**config.mk**
```make
export PLATFORM = sky130hd
export DESIGN_NAME = fetch_if_id
export DESIGN_NICKNAME = d
export VERILOG_FILES = /design/src/rtl/fetch_if_id.sv
export SDC_FILE = /design/constraint.sdc
export NUM_CORES = 1
export LEC_CHECK = 0
export CAP_MARGIN = 20
export CORE_MARGIN = 5
export CORE_UTILIZATION = 48
export CTS_CLUSTER_DIAMETER = 50
export DETAILED_ROUTE_END_ITERATION = 16
export GPL_ROUTABILITY_DRIVEN = 0
export GPL_TIMING_DRIVEN = 0
export PLACE_DENSITY = 0.95
export SLEW_MARGIN = 20
export SYNTH_ARGS = -nofsm -noshare
export SYNTH_HDL_FRONTEND = slang
export SYNTH_SLANG_ARGS = --single-unit
```
**constraint.sdc**
```tcl
create_clock -name clk -period 4.9 [get_ports clk]
set_clock_uncertainty 0.1 [all_clocks]
set_input_delay 0.735 -clock clk [delete_from_list [all_inputs] [get_ports clk]]
set_output_delay 0.735 -clock clk [all_outputs]
set_load 0.05 [all_outputs]
```
**src/rtl/fetch_if_id.sv**
```systemverilog
//==============================================================================
// Module      : fetch_if_id
// Description : MIPS fetch stage (PC, AdEL detection) plus IF/ID register.
// Revision    : 1.0 - initial release
//==============================================================================
`default_nettype none

module fetch_if_id #(
    parameter logic [31:0] PC_RESET  = 32'h0000_3000,
    parameter logic [31:0] EXC_ENTRY = 32'h0000_4180,
    parameter logic [31:0] IM_BASE   = 32'h0000_3000,
    parameter logic [31:0] IM_END    = 32'h0000_6FFC
) (
    input  logic        clk,
    input  logic        reset,
    input  logic        stall,
    input  logic        npc_sel,
    input  logic [31:0] npc_target,
    input  logic        is_branch_D,
    input  logic        exc_req,
    input  logic        eret_req,
    input  logic [31:0] epc,
    output logic [31:0] imem_addr,
    input  logic [31:0] imem_rdata,
    output logic [31:0] instr_D,
    output logic [31:0] pc_D,
    output logic [31:0] pc8_D,
    output logic        bd_D,
    output logic [4:0]  exccode_D,
    output logic        valid_D
);

    localparam logic [4:0] c_EXC_NONE = 5'd0;
    localparam logic [4:0] c_EXC_ADEL = 5'd4;

    logic [31:0] r_pc;
    logic [31:0] r_instr;
    logic [31:0] r_pc_d;
    logic [31:0] r_pc8_d;
    logic        r_bd;
    logic [4:0]  r_exccode;
    logic        r_valid;

    logic [31:0] w_pc_plus4;
    logic [31:0] w_pc_plus8;
    logic        w_adel;
    logic        w_flush;
    logic [31:0] w_pc_next;

    assign w_pc_plus4 = r_pc + 32'd4;
    assign w_pc_plus8 = r_pc + 32'd8;
    assign w_adel     = (r_pc[1:0] != 2'b00) || (r_pc < IM_BASE) || (r_pc > IM_END);
    assign w_flush    = exc_req || eret_req;

    always_comb begin
        w_pc_next = w_pc_plus4;
        if (exc_req)
            w_pc_next = EXC_ENTRY;
        else if (eret_req)
            w_pc_next = epc;
        else if (stall)
            w_pc_next = r_pc;
        else if (npc_sel)
            w_pc_next = npc_target;
    end

    always_ff @(posedge clk) begin
        if (reset)
            r_pc <= PC_RESET;
        else
            r_pc <= w_pc_next;
    end

    // Flush beats stall: the instruction in F is discarded on exception/eret entry.
    always_ff @(posedge clk) begin
        if (reset || w_flush) begin
            r_instr   <= 32'h0;
            r_pc_d    <= 32'h0;
            r_pc8_d   <= 32'h0;
            r_bd      <= 1'b0;
            r_exccode <= c_EXC_NONE;
            r_valid   <= 1'b0;
        end else if (!stall) begin
            r_pc_d    <= r_pc;
            r_pc8_d   <= w_pc_plus8;
            r_bd      <= is_branch_D;
            r_valid   <= 1'b1;
            // Faulting fetch becomes a nop carrying its PC so CP0 can log BadVAddr.
            r_instr   <= w_adel ? 32'h0 : imem_rdata;
            r_exccode <= w_adel ? c_EXC_ADEL : c_EXC_NONE;
        end
    end

    assign imem_addr = r_pc;
    assign instr_D   = r_instr;
    assign pc_D      = r_pc_d;
    assign pc8_D     = r_pc8_d;
    assign bd_D      = r_bd;
    assign exccode_D = r_exccode;
    assign valid_D   = r_valid;

endmodule

`default_nettype wire
```
After elaboration in Yosys (flattened, before gate mapping)
Index checks and enable logic that the tools add are counted.
{"block": "word_totals", "ff_bits": 135, "latch_bits": 0, "ramBits": 0, "romBits": 0, "elab_cells": 26, "mem_count": 0}
{"block": "classes", "addsub": 2, "multipliers": 0, "n_div": 0, "n_lt_le_gt_ge": 2, "eq_ne": 2, "shift": 0, "mux": 6, "n_bitwise": 0, "n_reduce_logical": 6}
{"operator": "2-to-1 mux 32 bit", "count": 4}
{"operator": "adder 32 x 3 -> 32 bit (second input constant)", "count": 1}
{"operator": "adder 32 x 4 -> 32 bit (second input constant)", "count": 1}
{"operator": "> comparator 32 x 15 -> 1 bit (second input constant)", "count": 1}
{"operator": "less-than comparator 32 x 14 -> 1 bit (second input constant)", "count": 1}
{"operator": "2-to-1 mux 15 bit", "count": 1}
{"operator": "logical OR 1 bit", "count": 4}
{"operator": "2-to-1 mux 3 bit", "count": 1}
{"operator": "inequality test 3 x 1 -> 1 bit (second input constant)", "count": 1}
{"operator": "inequality test 2 x 1 -> 1 bit (second input constant)", "count": 1}
{"operator": "nonzero test 2 bit", "count": 1}
{"operator": "OR reduction 2 bit", "count": 1}

Longest topological paths before layout
Gate-level depths: netlist of the first run.
{"block": "depth", "ltp_word": 5, "depth_mapped": 7, "ltp_nobuf": 6}

Least setup slack after synthesis of the first run
Ideal clock, no wire load.
{"block": "synth_path", "path_kind": "register to register", "startpoint": "register r_pc[4] (netlist: imem_addr[4])", "endpoint": "register r_pc[19] (netlist: imem_addr[19])", "setup_time_ns": 0.127, "arrival_ns": 2.302, "t_required_ns": 4.673, "slack_ns": 2.370, "stages_incl_launch_ff": 8, "n_path_buf": 1, "synth_period_minus_slack_ns": 2.530, "path_cell_list": "dfxtp_1 > ha_1 > clkbuf_1 > nand3_1 > or3_1 > nor3_2 > mux2i_1 > o22ai_1"}
{"block": "synth_between", "elab_chain_cells": 4}
{"item": "start: declaration", "line_no": "36", "source": "logic [31:0] r_pc;"}
{"item": "start signal: assignment", "line_no": "71", "source": "r_pc <= w_pc_next;"}
{"item": "adder 32 x 3 -> 32 bit", "line_no": "50", "source": "assign w_pc_plus4 = r_pc + 32'd4;"}
{"item": "2-to-1 mux 32 bit", "line_no": "63", "source": "else if (npc_sel)"}
{"item": "2-to-1 mux 32 bit", "line_no": "61", "source": "else if (stall)"}
{"item": "2-to-1 mux 32 bit", "line_no": "59", "source": "else if (eret_req)"}
No other way between the ends. The select of a mux whose other input is x is not followed.
A chain may end at the register's enable or synchronous reset.

Final worst setup path of the first run
{"block": "layout_path", "startpoint": "input eret_req", "endpoint": "register r_pc[28] (netlist: imem_addr[28])"}
{"block": "layout_between", "elab_chain_cells": 1}
{"item": "start: declaration", "line_no": "21", "source": "input logic eret_req,"}
{"item": "inequality test 2 x 1 -> 1 bit (no line) / 2-to-1 mux 32 bit (equally long branches)"}
Several ways; a longest one is shown, not always the timed one.

==> results.toml, run 1 <==
[power_and_ir_drop]
power.density_mw_per_mm2 = 294.9
max-vdd-ir-drop_mv = 0.2216
power_mw = 2.745
p_leak_nw = 3.220

[floorplan]
chipHeight_um = 123.8
start_util_pct = 49.05
num_rows = 41
dieArea_sq_mm = 0.01532
core_sq_mm = 0.01267
io_pins = 238
die_x_um = 123.8

[timing]
fmax_ghz = 0.3332
worst_pin_slew_ps = 1093
finalCritPeriodShare_pct = 61.25
rsz0062_at_grt = "false"
setup_ws_ps = 1899
hold_viol = 0
setup_viol = 0
period_minus_slack_ps = 3001
max_slew_margin_pct = 26.43
maxSlewViolCount = 0
tns_ps = 0
whs_ps = 352.5

[drt]
post_drt_wl_per_cell_um = 21.31
drt_wl_total_um = 25980
vias = 7579
drc_errors = 0
drt-vias-per-instance = 6.217
drt_first_pass_iters = 7
drt_iter0_markers = 1193
antenna_left = 0

[run_status]
status = "complete, no violations"

[yosys]
synthArstFlopShare_pct = 0
ys_top_cells_by_count = "dfxtp_1 (128), nor2_1 (128), a21oi_1 (84)"
synth_cell_type_count = 51
syn-mean-instance-area_sq_um = 7.947
synthCells = 782
synth_seq_cells = 128
yosysTopAreaCellShare_pct = 41.23
synth_ff_type = "dfxtp_1"
yosys-top-cells-area = "dfxtp_1 (41%), nor2_1 (7.7%), a21oi_1 (6.8%)"
ys_warn_count = 0
synth_top_area_cell = "dfxtp_1"
synth_edf_count = 0
synth_seq_area_share_pct = 41.23
syn_area_sq_mm = 0.006215

[hold_path]
hp-class = "flop to flop"
hold_end = "valid_D$_SDFFE_PP0N_"
min-delay-start = "valid_D$_SDFFE_PP0N_"
holdPathStages = 2

[global_route]
grt_max_degree = 17
grt_pass1_wl_um = 38530
antenna_found_initial = 0
grt_usage_pct = 33.01
gr-total-overflow = 0
grt_pass1_vias = 7200

[finish]
diodes = 0
nets = 1139
drive_above_1_share_pct = 6.304
postLayoutCoreUtil_pct = 73.44
area_delta_synth_final_pct = 49.73

[setup_path]
start_kind = "input port"
crit_required_ps = 5100
worstSetupPathType = "input port to flop"
r2r_cells = 7
crit_path_end_kind = "flop"
critPathArrivalTime_ps = 3210
cp_max_fo = 10
rr_endpoint = "imem_addr[25]$_SDFFE_PP0P_"
r2r_setup_slack_ps = 1910
reg2reg_from = "imem_addr[4]$_SDFFE_PP0P_"

[placed_design]
post-place-ws_ps = 1629
port-buffer-count = 230
hpwl_um = 18780

[clock_tree]
cts_tree = "built"
cts.root.buffer_cell = "clkbuf_16"
clk_pin_slew_ps = 50
cts-htree-levels = 4
clock_path_buffers = 2
cts_setup_buffers = 0
clk_latency_ps = 430
post_cts_resized = 0
ctsHoldBuffers = 0
clock-sinks = 128
numCtsBuffers = 17

[job]
cap_violations = 0
## cells by family (layout without fill, tap and decap cells)
family / after synthesis / in the layout / share of synthesized area [%]
compound gates: 230 / 230 / 22.83
buf+inv: 99 / 361 / 6.865
other cells: 1 / 4 / 0.06034
fa+ha+maj: 2 / 2 / 0.4026
mux: 32 / 32 / 5.235
flops: 128 / 128 / 41.23
simple gates: 276 / 276 / 21.40
xor+xnor: 14 / 14 / 1.973
## layer usage
metal / global-route usage [%] / vias up / share of wire, %
li1: - / 3297 / -
met1: 38.82 / 3445 / 34
met2: 52.62 / 653 / 44
met3: 10.81 / 184 / 14
met4: 19.10 / 0 / 7.3
met5: 0 / - / 0
## worst max-delay path, stage by stage
cell and delay (ps):
clkdlybuf4s50_1 550, clkbuf_1 340, clkbuf_1 470, clkbuf_1 520
o21ai_0 310, o211ai_1 160, nand3_1 110
## layout by cell type (no fill, tap or decap), types with 13 or more instances in the layout
| master | instances |
|---|---|
| clkdlybuf4s50_1 | 230 |
| mux2i_1 | 28 |
| a211oi_1 | 28 |
| nand4_1 | 17 |
| nor4_1 | 13 |
| clkbuf_16 | 17 |
| a22oi_1 | 36 |
| nand2_1 | 36 |
| o21ai_0 | 47 |
| dfxtp_1 | 128 |
| nor2b_1 | 14 |
| clkbuf_1 | 49 |
| buf_2 | 14 |
| nor2_1 | 128 |
| inv_1 | 17 |
| nand3_1 | 22 |
| a21oi_1 | 84 |
| nor3_1 | 19 |
| buf_1 | 13 |
## layout make-up
| cell class | count | area, sq um |
|---|---|---|
| fillers | 924 | 3366 |
| multi-input cells | 558 | 3237 |
| flip-flops and latches | 128 | 2562 |
| repair buffers | 230 | 2302 |
| clock buffers | 24 | 481.7 |
| plain buffers | 82 | 362.8 |
| well taps | 172 | 215.2 |
| clock inverters | 8 | 80.08 |
| inverters | 17 | 63.81 |
## worst max path at each step
| stage | depth (start not counted) | startpoint | slack (ps) | endpoint |
|---|---|---|---|---|
| 4_1_cts | 7 | eret_req | 2050 | imem_addr[28]$_SDFFE_PP0P_ |
| 6_report | 7 | eret_req | 1900 | imem_addr[28]$_SDFFE_PP0P_ |
| 3_5_place_dp | 7 | eret_req | 1630 | imem_addr[28]$_SDFFE_PP0P_ |
| 3_3_place_gp | 7 | eret_req | 1640 | imem_addr[28]$_SDFFE_PP0P_ |
| 2_1_floorplan | 7 | imem_addr[4]$_SDFFE_PP0P_ | 2370 | imem_addr[19]$_SDFFE_PP0P_ |
| 5_1_grt | 7 | eret_req | 1740 | imem_addr[28]$_SDFFE_PP0P_ |
## flip-flops by register name, summed over array words and instances (netlist names), named ones only
| name | count |
|---|---|
| instr_D | 32 |
| pc_D | 32 |
| bd_D | 1 |
| imem_addr | 30 |
| valid_D | 1 |
| exccode_D | 1 |
| pc8_D | 29 |
## metrics by stage
step	area [sq um]	std cells
3_3_place_gp	8743	1187
4_1_cts	9305	1219
3_5_place_dp	8743	1187
6_report	9305	1219
5_1_grt	9305	1219
2_1_floorplan	6226	785
## power by group
part           internal (mW)  switching (mW)
clock network          0.737           0.467
registers               1.06          0.0216
logic                  0.178           0.279
Note: power is estimated with default switching activity, not from simulation.
==> run 2: changes to the inputs <==
CORE_UTILIZATION = 44   (was 48)
PLACE_DENSITY = 0.89   (was 0.95)
clock period = 3.1 ns   (was 4.9 ns; I/O delays follow)
==> results.toml, run 2 (same netlist as run 1, synthesis figures left out) <==
[power_and_ir_drop]
comb_power_share_pct = 16.4
p_leak_nw = 3.235
sw_frac_of_total_pct = 28.39
power_switching_mw = 1.238
power_mw = 4.362
max-vdd-ir-drop_mv = 0.3823
p_int_mw = 3.124
power.share.clock_pct = 44.4
p_seq_share_pct = 39.2
power.density_mw_per_mm2 = 467.6

[finish]
final_cell_mix = "clkdlybuf4s50_1 (230), nor2_1 (128), dfxtp_1 (128)"
fin_area_sq_mm = 0.009329
nets = 1139
diodes = 0
fillCellCount = 1114
area_delta_synth_final_pct = 50.11
finalNonFillerCells = 1227
multi_input_area_sq_mm = 0.003237
final_common_cell = "clkdlybuf4s50_1"
postLayoutCoreUtil_pct = 67.21
regArea_sq_mm = 0.002562
drive_above_1_share_pct = 6.686

[placed_design]
place_inst = 1195
dpl-instance-area_sq_mm = 0.008753
port-buffer-count = 230
hpwl_um = 18440
post-place-ws_ps = 55.87

[hold_path]
hp-class = "flop to flop"

[global_route]
grt_max_degree = 17
gr-total-overflow = 0
antenna_found_initial = 0
grt_pass1_vias = 6923
grt_usage_pct = 29.11
grt_pass1_wl_um = 37520

[job]
cap_violations = 0

[drt]
drt_wl_total_um = 25080
drt_first_pass_iters = 7
drc_errors = 0
drt_iter0_markers = 864
antenna_left = 0
drt-vias-per-instance = 5.993
vias = 7353
post_drt_wl_per_cell_um = 20.44

[timing]
finalCritPeriodShare_pct = 96.24
setup_viol = 0
fmax_ghz = 0.3352
worst_pin_slew_ps = 1058
period_minus_slack_ps = 2983
rsz0062_at_grt = "false"
hold_viol = 0
maxSlewViolCount = 0
setup_ws_ps = 116.7
tns_ps = 0
max_slew_margin_pct = 28.79
whs_ps = 348.6

[setup_path]
cp_cell_sequence = "ha_1 > clkbuf_1 > nand4_1 > nor4_1 > nand4_1 > mux2i_1 > o21ai_0"
cp_top_family = "simple AND/OR/NAND/NOR gates"
critPathArrivalTime_ps = 3180
critPathMaxStageDelay_ps = 720
cp_max_fo = 9
worstPathBufferInverterCount = 1
slowest_stage = "nor4_1"
cp_common_cell = "nand4_1"
r2r_setup_slack_ps = 120
worstSetupPathType = "flop to flop"
crit_path_end_kind = "flop"
start_kind = "flop"
crit_required_ps = 3290

[floorplan]
chipHeight_um = 128.8
core_sq_mm = 0.01388
start_util_pct = 44.77
dieArea_sq_mm = 0.01660
io_pins = 238
num_rows = 43
die_x_um = 128.8

[clock_tree]
clock_path_buffers = 2
numCtsBuffers = 17
clk_pin_slew_ps = 60
cts_tree = "built"
clk_latency_ps = 420
post_cts_resized = 0
clock-sinks = 128
cts_setup_buffers = 0
cts-htree-levels = 4
cts.root.buffer_cell = "clkbuf_16"
ctsHoldBuffers = 0

[run_status]
status = "complete, no violations"
==> run 2: cell count changes in the layout (fill, tap and decap cells not counted), sizes merged <==
cell,previous run,this run
clkinv,3,8
clkinvlp,3,2
clkbuf,69,65
==> run 2: layout make-up <==
type,instances,share of cell area (%)
clock inverter,12,1.167
sequential,128,27.47
multi-input combinational,558,34.70
tap,180,2.414
timing repair buffer,230,24.68
buffer,82,3.889
inverter,17,0.6840
clock buffer,20,5.003
==> run 2: worst reg2reg max path, cell delays in order (launching register included) <==
cell and delay, ps:
dfxtp_1 560, ha_1 220, clkbuf_1 340, nand4_1 400
nor4_1 720, nand4_1 230, mux2i_1 180, o21ai_0 110
==> run 2: power groups by stage <==
stage	Sequential (mW)	Clock [mW]	Combinational (mW)
6_report	1.71	1.94	0.715
5_1_grt	1.71	2.02	0.751
4_1_cts	1.71	1.94	0.699
3_5_place_dp	1.74	0	0.695
3_3_place_gp	1.74	0	0.687
2_1_floorplan	1.84	0	0.288
==> run 2: layer usage <==
layer,vias to the layer above,wire [um],track usage [%]
met5,-,0,0
met4,0,1254,13.53
met3,130,3262,9.714
met2,574,11280,46.07
met1,3349,9275,35.82
li1,3300,-,-
==> run 2: final timing paths <==
kind	from	end	cells past startpoint
max	imem_addr[3]$_SDFFE_PP0P_	imem_addr[25]$_SDFFE_PP0P_	7
min	valid_D$_SDFFE_PP0N_	valid_D$_SDFFE_PP0N_	2
max reg2reg	imem_addr[3]$_SDFFE_PP0P_	imem_addr[25]$_SDFFE_PP0P_	7
min reg2reg	valid_D$_SDFFE_PP0N_	valid_D$_SDFFE_PP0N_	2
==> run 3: changes to the inputs <==
RECOVER_POWER = 100   (was unset)
SLEW_MARGIN = unset   (was 20)
==> results.toml, run 3 (same netlist as run 1, synthesis figures left out) <==
[timing]
worst_pin_slew_ps = 1032
tns_ps = 0
maxSlewViolCount = 0
setup_viol = 0
max_slew_margin_pct = 30.56
finalCritPeriodShare_pct = 95.08
fmax_ghz = 0.3393
hold_viol = 0
rsz0062_at_grt = "false"
period_minus_slack_ps = 2948

[finish]
regArea_sq_mm = 0.002562
final_cell_mix = "dlygate4sd3_1 (132), nor2_1 (128), dfxtp_1 (128)"
diodes = 0
fin_area_sq_mm = 0.009321
area_delta_synth_final_pct = 49.99
multi_input_area_sq_mm = 0.003232
fillCellCount = 1114
final_common_cell = "dlygate4sd3_1"
drive_above_1_share_pct = 6.399
nets = 1139

[drt]
route.met3.wl_um = 3245
wl_met1_um = 9179
antenna_left = 0
drc_errors = 0
top_layer = "met4"
post_drt_wl_per_cell_um = 20.34
wl_met2_um = 11220
vias = 7342
drt_wl_total_um = 24960
drt_iter0_markers = 851
drt_first_pass_iters = 5
drt-vias-per-instance = 5.984

[run_status]
status = "complete, no violations"

[global_route]
antenna_found_initial = 0
gr-total-overflow = 0
grt_pass1_wl_um = 37520
grt_max_degree = 17
grt_pass1_vias = 6923
grt_usage_pct = 29.11

[setup_path]
cp_cell_sequence = "ha_1 > clkbuf_1 > nand4_1 > nor4_1 > nand4_1 > mux2i_1 > o21ai_0"
cp_max_fo = 9
crit_path_end_kind = "flop"
slowest_stage = "nor4_1"
rr_endpoint = "imem_addr[25]$_SDFFE_PP0P_"
cp_common_cell = "nand4_1"
r2r_setup_slack_ps = 150
worstSetupPathType = "flop to flop"
critPathArrivalTime_ps = 3140
start_kind = "flop"
crit_required_ps = 3290
r2r_cells = 7
critPathMaxStageDelay_ps = 710
reg2reg_from = "imem_addr[4]$_SDFFE_PP0P_"

[clock_tree]
post_cts_resized = 0
cts_tree = "built"
cts.root.buffer_cell = "clkbuf_16"
cts-htree-levels = 4
numCtsBuffers = 17
clk_latency_ps = 420
clk_pin_slew_ps = 60
cts_setup_buffers = 0
clock-sinks = 128
clock_path_buffers = 2
ctsHoldBuffers = 0

[floorplan]
start_util_pct = 44.77
dieArea_sq_mm = 0.01660
chipHeight_um = 128.8
die_x_um = 128.8
core_sq_mm = 0.01388
io_pins = 238
num_rows = 43

[power_and_ir_drop]
power_mw = 4.345
p_int_mw = 3.112
power_switching_mw = 1.233
sw_frac_of_total_pct = 28.37
p_seq_share_pct = 39.3
p_leak_nw = 3.662
power.density_mw_per_mm2 = 466.2
power.share.clock_pct = 44.5
comb_power_share_pct = 16.2
max-vdd-ir-drop_mv = 0.3809

[hold_path]
hold_end = "valid_D$_SDFFE_PP0N_"
hp-class = "flop to flop"
min-delay-start = "valid_D$_SDFFE_PP0N_"
holdPathStages = 2

[placed_design]
dpl-instance-area_sq_mm = 0.008753
hpwl_um = 18440
port-buffer-count = 230

[job]
cap_violations = 0
## run 3: layout make-up
type | count | share of cell area, %
Clock inverter | 12 | 1.168
Multi-Input combinational cell | 558 | 34.67
Inverter | 17 | 0.6846
Timing Repair Buffer | 230 | 24.70
Buffer | 82 | 3.866
Sequential cell | 128 | 27.49
Tap cell | 180 | 2.416
Clock buffer | 20 | 5.007
## run 3: worst max-delay path by stage
stage / slack, ps / end / cells past startpoint / from
after floorplan: 570 / imem_addr[19]$_SDFFE_PP0P_ / 7 / imem_addr[4]$_SDFFE_PP0P_
after global placement: 100 / imem_addr[27]$_SDFFE_PP0P_ / 6 / eret_req
after detailed placement: 60 / imem_addr[2]$_SDFFE_PP0P_ / 6 / eret_req
after CTS: 350 / imem_addr[25]$_SDFFE_PP0P_ / 7 / imem_addr[4]$_SDFFE_PP0P_
after global routing: 60 / imem_addr[25]$_SDFFE_PP0P_ / 7 / imem_addr[3]$_SDFFE_PP0P_
final: 150 / imem_addr[25]$_SDFFE_PP0P_ / 7 / imem_addr[4]$_SDFFE_PP0P_
## run 3: power groups by stage
stage / clock (mW) / combinational [mW] / sequential, mW
finish: 1.93 / 0.703 / 1.71
global placement: 0 / 0.687 / 1.74
floorplan: 0 / 0.288 / 1.84
global route: 2.02 / 0.739 / 1.71
detailed placement: 0 / 0.695 / 1.74
CTS: 1.94 / 0.699 / 1.71
## run 3: routing by layer
| layer | GRT usage, % | vias up |
|---|---|---|
| met2 | 46.07 | 557 |
| met4 | 13.53 | 0 |
| met5 | 0 | - |
| li1 | - | 3310 |
| met3 | 9.714 | 133 |
| met1 | 35.82 | 3342 |
## run 3: through the flow
| stage | hold slack, ps | setup WS [ps] | util [%] | cells |
|---|---|---|---|---|
| after floorplan | 407.3 | 570.4 | - | 785 |
| after global placement | 337.8 | 100.3 | 63.06 | 1195 |
| after detailed placement | 340.8 | 55.87 | 63.06 | 1195 |
| after CTS | 327.2 | 345.7 | 67.21 | 1227 |
| after global routing | 366.2 | 62.47 | 67.15 | 1227 |
| final | 345.2 | 152.5 | 67.15 | 1227 |
## run 3: critical path, delay by kind of cell, from the launching register on
kind	cells	cell delay, ps
multiplexers	1	180
flip-flops	1	540
AND/OR/NAND/NOR	3	1330
adder cells (fa/ha/maj)	1	210
AO/OA/AOI/OAI	1	110
buffers and inverters	1	330
